## src/rtl/multicycle_controller.sv

```systemverilog
// Multi-cycle sequencing controller for the MIPS-subset datapath.
// A Moore FSM steps each instruction through fetch, decode, execute, memory
// and writeback. Memory accesses hold until MemReady. Outputs are decoded from
// the state, except IRWrite/PCWrite in FETCH (gated by MemReady) and PCWrite in
// BRANCH (gated by Zero).
module multicycle_controller #(
  parameter int CNT_W = 16
) (
  input  logic             Clk,
  input  logic             Reset,
  input  logic [5:0]       Opcode,
  input  logic [5:0]       Funct,
  input  logic             Zero,
  input  logic             MemReady,
  output logic             PCWrite,
  output logic             IorD,
  output logic             MemRead,
  output logic             MemWrite,
  output logic             IRWrite,
  output logic             RegDst,
  output logic             MemToReg,
  output logic             RegWrite,
  output logic             ALUSrcA,
  output logic [1:0]       ALUSrcB,
  output logic [1:0]       ALUOp,
  output logic [1:0]       PCSource,
  output logic             InstrDone,
  output logic             Trap,
  output logic [CNT_W-1:0] Retired,
  output logic [3:0]       State
);

  localparam logic [5:0] OP_RTYPE = 6'b000000;
  localparam logic [5:0] OP_LW    = 6'b100011;
  localparam logic [5:0] OP_SW    = 6'b101011;
  localparam logic [5:0] OP_BEQ   = 6'b000100;
  localparam logic [5:0] OP_BNE   = 6'b000101;
  localparam logic [5:0] OP_ADDI  = 6'b001000;
  localparam logic [5:0] OP_J     = 6'b000010;

  typedef enum logic [3:0] {
    S_IDLE     = 4'd0,
    S_FETCH    = 4'd1,
    S_DECODE   = 4'd2,
    S_MEMADR   = 4'd3,
    S_MEMRD    = 4'd4,
    S_MEMWB    = 4'd5,
    S_MEMWR    = 4'd6,
    S_RTYPE_EX = 4'd7,
    S_RTYPE_WB = 4'd8,
    S_ADDI_EX  = 4'd9,
    S_ADDI_WB  = 4'd10,
    S_BRANCH   = 4'd11,
    S_JUMP     = 4'd12,
    S_TRAP     = 4'd13
  } state_e;

  state_e           state_q, state_d;
  logic [CNT_W-1:0] retired_q, retired_d;

  // Funct only feeds the ALU decoder beside this block.
  logic unused_funct;
  assign unused_funct = ^Funct;

  // State and retired-count registers.
  // NOTE: sequential state uses non-blocking assignments so every flop samples
  // the pre-edge values regardless of process ordering.
  always_ff @(posedge Clk or negedge Reset) begin
    if (!Reset) begin
      state_q   <= S_IDLE;
      retired_q <= '0;
    end else begin
      state_q   <= state_d;
      retired_q <= retired_d;
    end
  end

  // Next-state and datapath control decode.
  always_comb begin
    // NOTE: every output gets a default before the case so no path leaves a
    // signal unassigned, which would infer a latch.
    state_d   = state_q;
    PCWrite   = 1'b0;
    IorD      = 1'b0;
    MemRead   = 1'b0;
    MemWrite  = 1'b0;
    IRWrite   = 1'b0;
    RegDst    = 1'b0;
    MemToReg  = 1'b0;
    RegWrite  = 1'b0;
    ALUSrcA   = 1'b0;
    ALUSrcB   = 2'b00;
    ALUOp     = 2'b00;
    PCSource  = 2'b00;
    InstrDone = 1'b0;
    Trap      = 1'b0;
    unique case (state_q)
      S_IDLE: state_d = S_FETCH;
      S_FETCH: begin
        MemRead = 1'b1;
        ALUSrcB = 2'b01;
        IRWrite = MemReady;
        PCWrite = MemReady;
        if (MemReady) state_d = S_DECODE;
      end
      S_DECODE: begin
        // Branch target (PC+4 + imm<<2) is parked in ALUOut here.
        ALUSrcB = 2'b11;
        unique case (Opcode)
          OP_RTYPE:      state_d = S_RTYPE_EX;
          OP_LW, OP_SW:  state_d = S_MEMADR;
          OP_BEQ, OP_BNE: state_d = S_BRANCH;
          OP_ADDI:       state_d = S_ADDI_EX;
          OP_J:          state_d = S_JUMP;
          default:       state_d = S_TRAP;
        endcase
      end
      S_MEMADR: begin
        ALUSrcA = 1'b1;
        ALUSrcB = 2'b10;
        state_d = (Opcode == OP_LW) ? S_MEMRD : S_MEMWR;
      end
      S_MEMRD: begin
        MemRead = 1'b1;
        IorD    = 1'b1;
        if (MemReady) state_d = S_MEMWB;
      end
      S_MEMWB: begin
        RegWrite  = 1'b1;
        MemToReg  = 1'b1;
        InstrDone = 1'b1;
        state_d   = S_FETCH;
      end
      S_MEMWR: begin
        MemWrite  = 1'b1;
        IorD      = 1'b1;
        InstrDone = MemReady;
        if (MemReady) state_d = S_FETCH;
      end
      S_RTYPE_EX: begin
        ALUSrcA = 1'b1;
        ALUOp   = 2'b10;
        state_d = S_RTYPE_WB;
      end
      S_RTYPE_WB: begin
        RegWrite  = 1'b1;
        RegDst    = 1'b1;
        InstrDone = 1'b1;
        state_d   = S_FETCH;
      end
      S_ADDI_EX: begin
        ALUSrcA = 1'b1;
        ALUSrcB = 2'b10;
        state_d = S_ADDI_WB;
      end
      S_ADDI_WB: begin
        RegWrite  = 1'b1;
        InstrDone = 1'b1;
        state_d   = S_FETCH;
      end
      S_BRANCH: begin
        ALUSrcA   = 1'b1;
        ALUOp     = 2'b01;
        PCSource  = 2'b01;
        InstrDone = 1'b1;
        PCWrite   = (Opcode == OP_BNE) ? ~Zero : Zero;
        state_d   = S_FETCH;
      end
      S_JUMP: begin
        PCWrite   = 1'b1;
        PCSource  = 2'b10;
        InstrDone = 1'b1;
        state_d   = S_FETCH;
      end
      S_TRAP: Trap = 1'b1;
      default: state_d = S_IDLE;
    endcase
  end

  // Retired count advances in each instruction's final cycle, wrapping freely.
  always_comb begin
    retired_d = retired_q + CNT_W'(InstrDone);
  end

  assign Retired = retired_q;
  assign State   = state_q;

endmodule

```

## config.mk

```make
export PLATFORM = sky130hd
export DESIGN_NAME = multicycle_controller
export DESIGN_NICKNAME = d
export VERILOG_FILES = /design/src/rtl/multicycle_controller.sv
export SDC_FILE = /design/constraint.sdc
export NUM_CORES = 1
export LEC_CHECK = 0
export BUFFER_PORTS_ARGS = -buffer_cell sky130_fd_sc_hd__buf_2
export CORE_MARGIN = 2
export CORE_UTILIZATION = 45
export CTS_CLUSTER_DIAMETER = 80
export DETAILED_ROUTE_END_ITERATION = 7
export GPL_TIMING_DRIVEN = 0
export PLACE_DENSITY_LB_ADDON = 0.3
export SETUP_SLACK_MARGIN = 0.3
export SYNTH_ARGS = -nofsm -noshare
export SYNTH_HDL_FRONTEND = slang
export SYNTH_SLANG_ARGS = --single-unit
```

## constraint.sdc

```tcl
create_clock -name Clk -period 7.4 [get_ports Clk]
set_clock_uncertainty 0.15 [all_clocks]
set_input_delay 1.48 -clock Clk [delete_from_list [all_inputs] [get_ports Clk]]
set_output_delay 1.48 -clock Clk [all_outputs]
set_load 0.05 [all_outputs]
```

==> impl_metrics.ini <==
[timing]
fin_crit_sh = 0.557
relSlewSlack = 0.705
setup_viol = 0
fin_crit_ns = 4.13
setup_tns_ns = 0
timing_hold_violations_final = 0
max_freq_mhz = 242
worst_slew_pin_slew_ns = 0.443
drv_slew = 0
finalWorstSetupSlack_ns = 3.27
rsz0062_at_grt = false

[setup_path]
required_ns = 5.77
crit_path_start_kind = input port
cp.arrival_ns = 2.50
worstSetupEndpointType = output pin
r2r_cells = 10
slowest_stage = a22o_1
critPathKind = input port to output pin
crit_fanout = 4
r2r-start = State[0]$_DFFE_PN0P_
cp_cell_sequence = buf_2 > nor2_1 > nand4_1 > xnor2_1 > a22o_1 > buf_2
cp_common_cell = buf_2
worstReg2RegEnd = Retired[13]$_DFF_PN0_
reg2reg_slack_ns = 4.76
critical-path-max-stage-delay_ns = 0.22

[power_and_ir_drop]
clkPwrFrac = 0.088
pwr-share-comb = 0.681
peakVddDrop_mv = 0.384
powerDensity_nw_per_um2 = 467
p_leak_nw = 0.787
seq_power_share = 0.231
switching_share = 0.601
switchingPower_uw = 429
p_int_uw = 285

[place]
placed_cells = 224
routabilityCongestion = 0.867
hpwlAfterDp_um = 2210
dp_slack_ns = 3.28
portBuffers = 45

[clocking]
path_clk_slew_ns = 0.11
cts_setup_buffers = 0
numCtsBuffers = 3
cts.path.max_buffers = 2
cts_resized = 0
clock_sinks = 20
htreeDepth = 1
clk_latency_ns = 0.29
holdBufCountCts = 0
root_buffer = clkbuf_4
cts_tree = built

[detailed_routing]
drt_wl_total_um = 2880
drt_iter0_markers = 51
drc = 0
final_antenna_net_count = 0
vias = 1241
routedWlPerCell_um = 12.6
first_pass_iters = 4
avgViaCountPerCell = 5.44

[logic_synthesis]
synth_top_area_frac = 0.407
ys.flop_type = dfrtp_1
ys_warn_count = 0
synth-edff-count = 0
synth_cell_types = 32
synth_common_cells = dfrtp_1, nor2_1, nand2_1, nor3_1, xnor2_1
synth-seq-cells = 20
synth_cells = 149
syn_nets = 167
avgSynthCellArea_um2 = 8.25
synth.largest_area_cell = dfrtp_1
ys_seq_area_frac = 0.407
syn-cell-area_um2 = 1230
synthTopCellsByArea = dfrtp_1, xnor2_1, nor2_1
synthArstFlopShare = 1.00

[global_routing]
overflow = 0
antenna_found_initial = 0
grt_pass1_vias = 1110
track_usage = 0.189
grt_pass1_wl_um = 4910
grt_max_degree = 21

[floorplanning]
dieHeight_um = 56.3
die_area_um2 = 3170
start_util = 0.483
pin_count = 53
coreArea_um2 = 2540
die_width_um = 56.3
rows = 18

[worst_hold_path]
worstHoldStart = Retired[15]$_DFF_PN0_
hold_end = Retired[15]$_DFF_PN0_
worstHoldPathType = register to register
hold_depth = 1

[status]
status = finished, final reports clean

[finish]
nets = 217
drive_gt1_frac = 0.283
finalNonFillerCells = 228
area_growth_pct = 24.3
num_antenna_cells = 0

[run]
maxCapViolations = 0
==> power groups by stage <==
stage / clock [mW] / sequential, mW / combinational [mW]
final: 0.0627 / 0.165 / 0.487
after global placement: 0 / 0.166 / 0.479
after global routing: 0.0690 / 0.170 / 0.524
after detailed placement: 0 / 0.167 / 0.486
after floorplan: 0 / 0.256 / 0.290
after CTS: 0.0646 / 0.165 / 0.487
==> registers in the layout, summed over array words and instances, names as in the netlist <==
signal,flops
Retired,16
State,4
==> per-stage QoR <==
stage / utilization / hold slack (ns) / area (um^2) / power [mW]
floorplan: - / 0.629 / 1230 / 0.546
global placement: 0.587 / 0.301 / 1490 / 0.644
detailed placement: 0.587 / 0.303 / 1490 / 0.652
CTS: 0.601 / 0.322 / 1530 / 0.717
global route: 0.601 / 0.344 / 1530 / 0.764
finish: 0.601 / 0.315 / 1530 / 0.714
==> metal layers <==
| layer | part of all wire | vias up | global-route usage | wire (um) |
|---|---|---|---|---|
| met5 | 0 | - | 0 | 0 |
| met2 | 0.48 | 58 | 0.311 | 1380 |
| li1 | - | 610 | - | - |
| met1 | 0.44 | 571 | 0.262 | 1280 |
| met4 | 0.0059 | 0 | 0.0476 | 17 |
| met3 | 0.071 | 2 | 0.0276 | 204 |
==> placed cells by master, fill, tap and decap left out <==
cell type | Yosys | layout
a211oi_1 | 2 | 2
a21oi_1 | 8 | 8
a22o_1 | 1 | 1
a31oi_1 | 1 | 1
a41oi_1 | 1 | 1
and3_1 | 3 | 3
and4b_1 | 1 | 1
buf_2 | 5 | 50
clkbuf_1 | 3 | 3
clkbuf_4 | 0 | 3
clkbuf_8 | 0 | 1
dfrtp_1 | 20 | 20
ha_1 | 2 | 2
inv_1 | 5 | 5
mux2_2 | 1 | 1
nand2_1 | 15 | 15
nand2b_1 | 2 | 2
nand3_1 | 9 | 9
nand4_1 | 2 | 2
nor2_1 | 20 | 20
nor2b_1 | 2 | 2
nor3_1 | 12 | 12
o21ai_0 | 7 | 7
o21ai_1 | 1 | 1
o22ai_1 | 2 | 2
o31ai_1 | 1 | 1
o32ai_1 | 1 | 1
or2_1 | 1 | 1
or2b_1 | 1 | 1
or3_1 | 1 | 1
or3_4 | 1 | 1
or4_1 | 1 | 1
xnor2_1 | 12 | 12
xor2_1 | 5 | 5
==> how the worst max path moves through the flow <==
stage / from / endpoint
floorplan: MemReady / InstrDone
global route: Opcode[3] / PCWrite
finish: Opcode[3] / PCWrite
detailed placement: Opcode[3] / PCWrite
CTS: Opcode[3] / PCWrite
global placement: Opcode[3] / PCWrite
==> layout make-up <==
| class | instances | area, um^2 |
|---|---|---|
| Fill cell | 262 | 1020 |
| Multi-Input combinational cell | 116 | 674 |
| Sequential cell | 20 | 500 |
| Timing Repair Buffer | 45 | 225 |
| Tap cell | 30 | 37.5 |
| Clock buffer | 4 | 36.3 |
| Buffer | 8 | 36.3 |
| Inverter | 5 | 18.8 |
==> critical path, delay by kind of cell <==
family	cells	cell delay, ns
simple gates	2	0.32
xor+xnor	1	0.14
buf+inv	2	0.33
compound gates	1	0.22
==> cells by family after synthesis <==
| logic type | Yosys count | share of synthesized area |
|---|---|---|
| xor gates and xnor gates | 17 | 0.121 |
| AOI/OAI and AO/OA | 25 | 0.120 |
| and+or+nand+nor | 71 | 0.278 |
| adders and majority gates | 2 | 0.0203 |
| buffers and inverters | 13 | 0.0448 |
| muxes | 1 | 0.00915 |
| DFF | 20 | 0.407 |
Note: power is estimated with default switching activity, not from simulation.
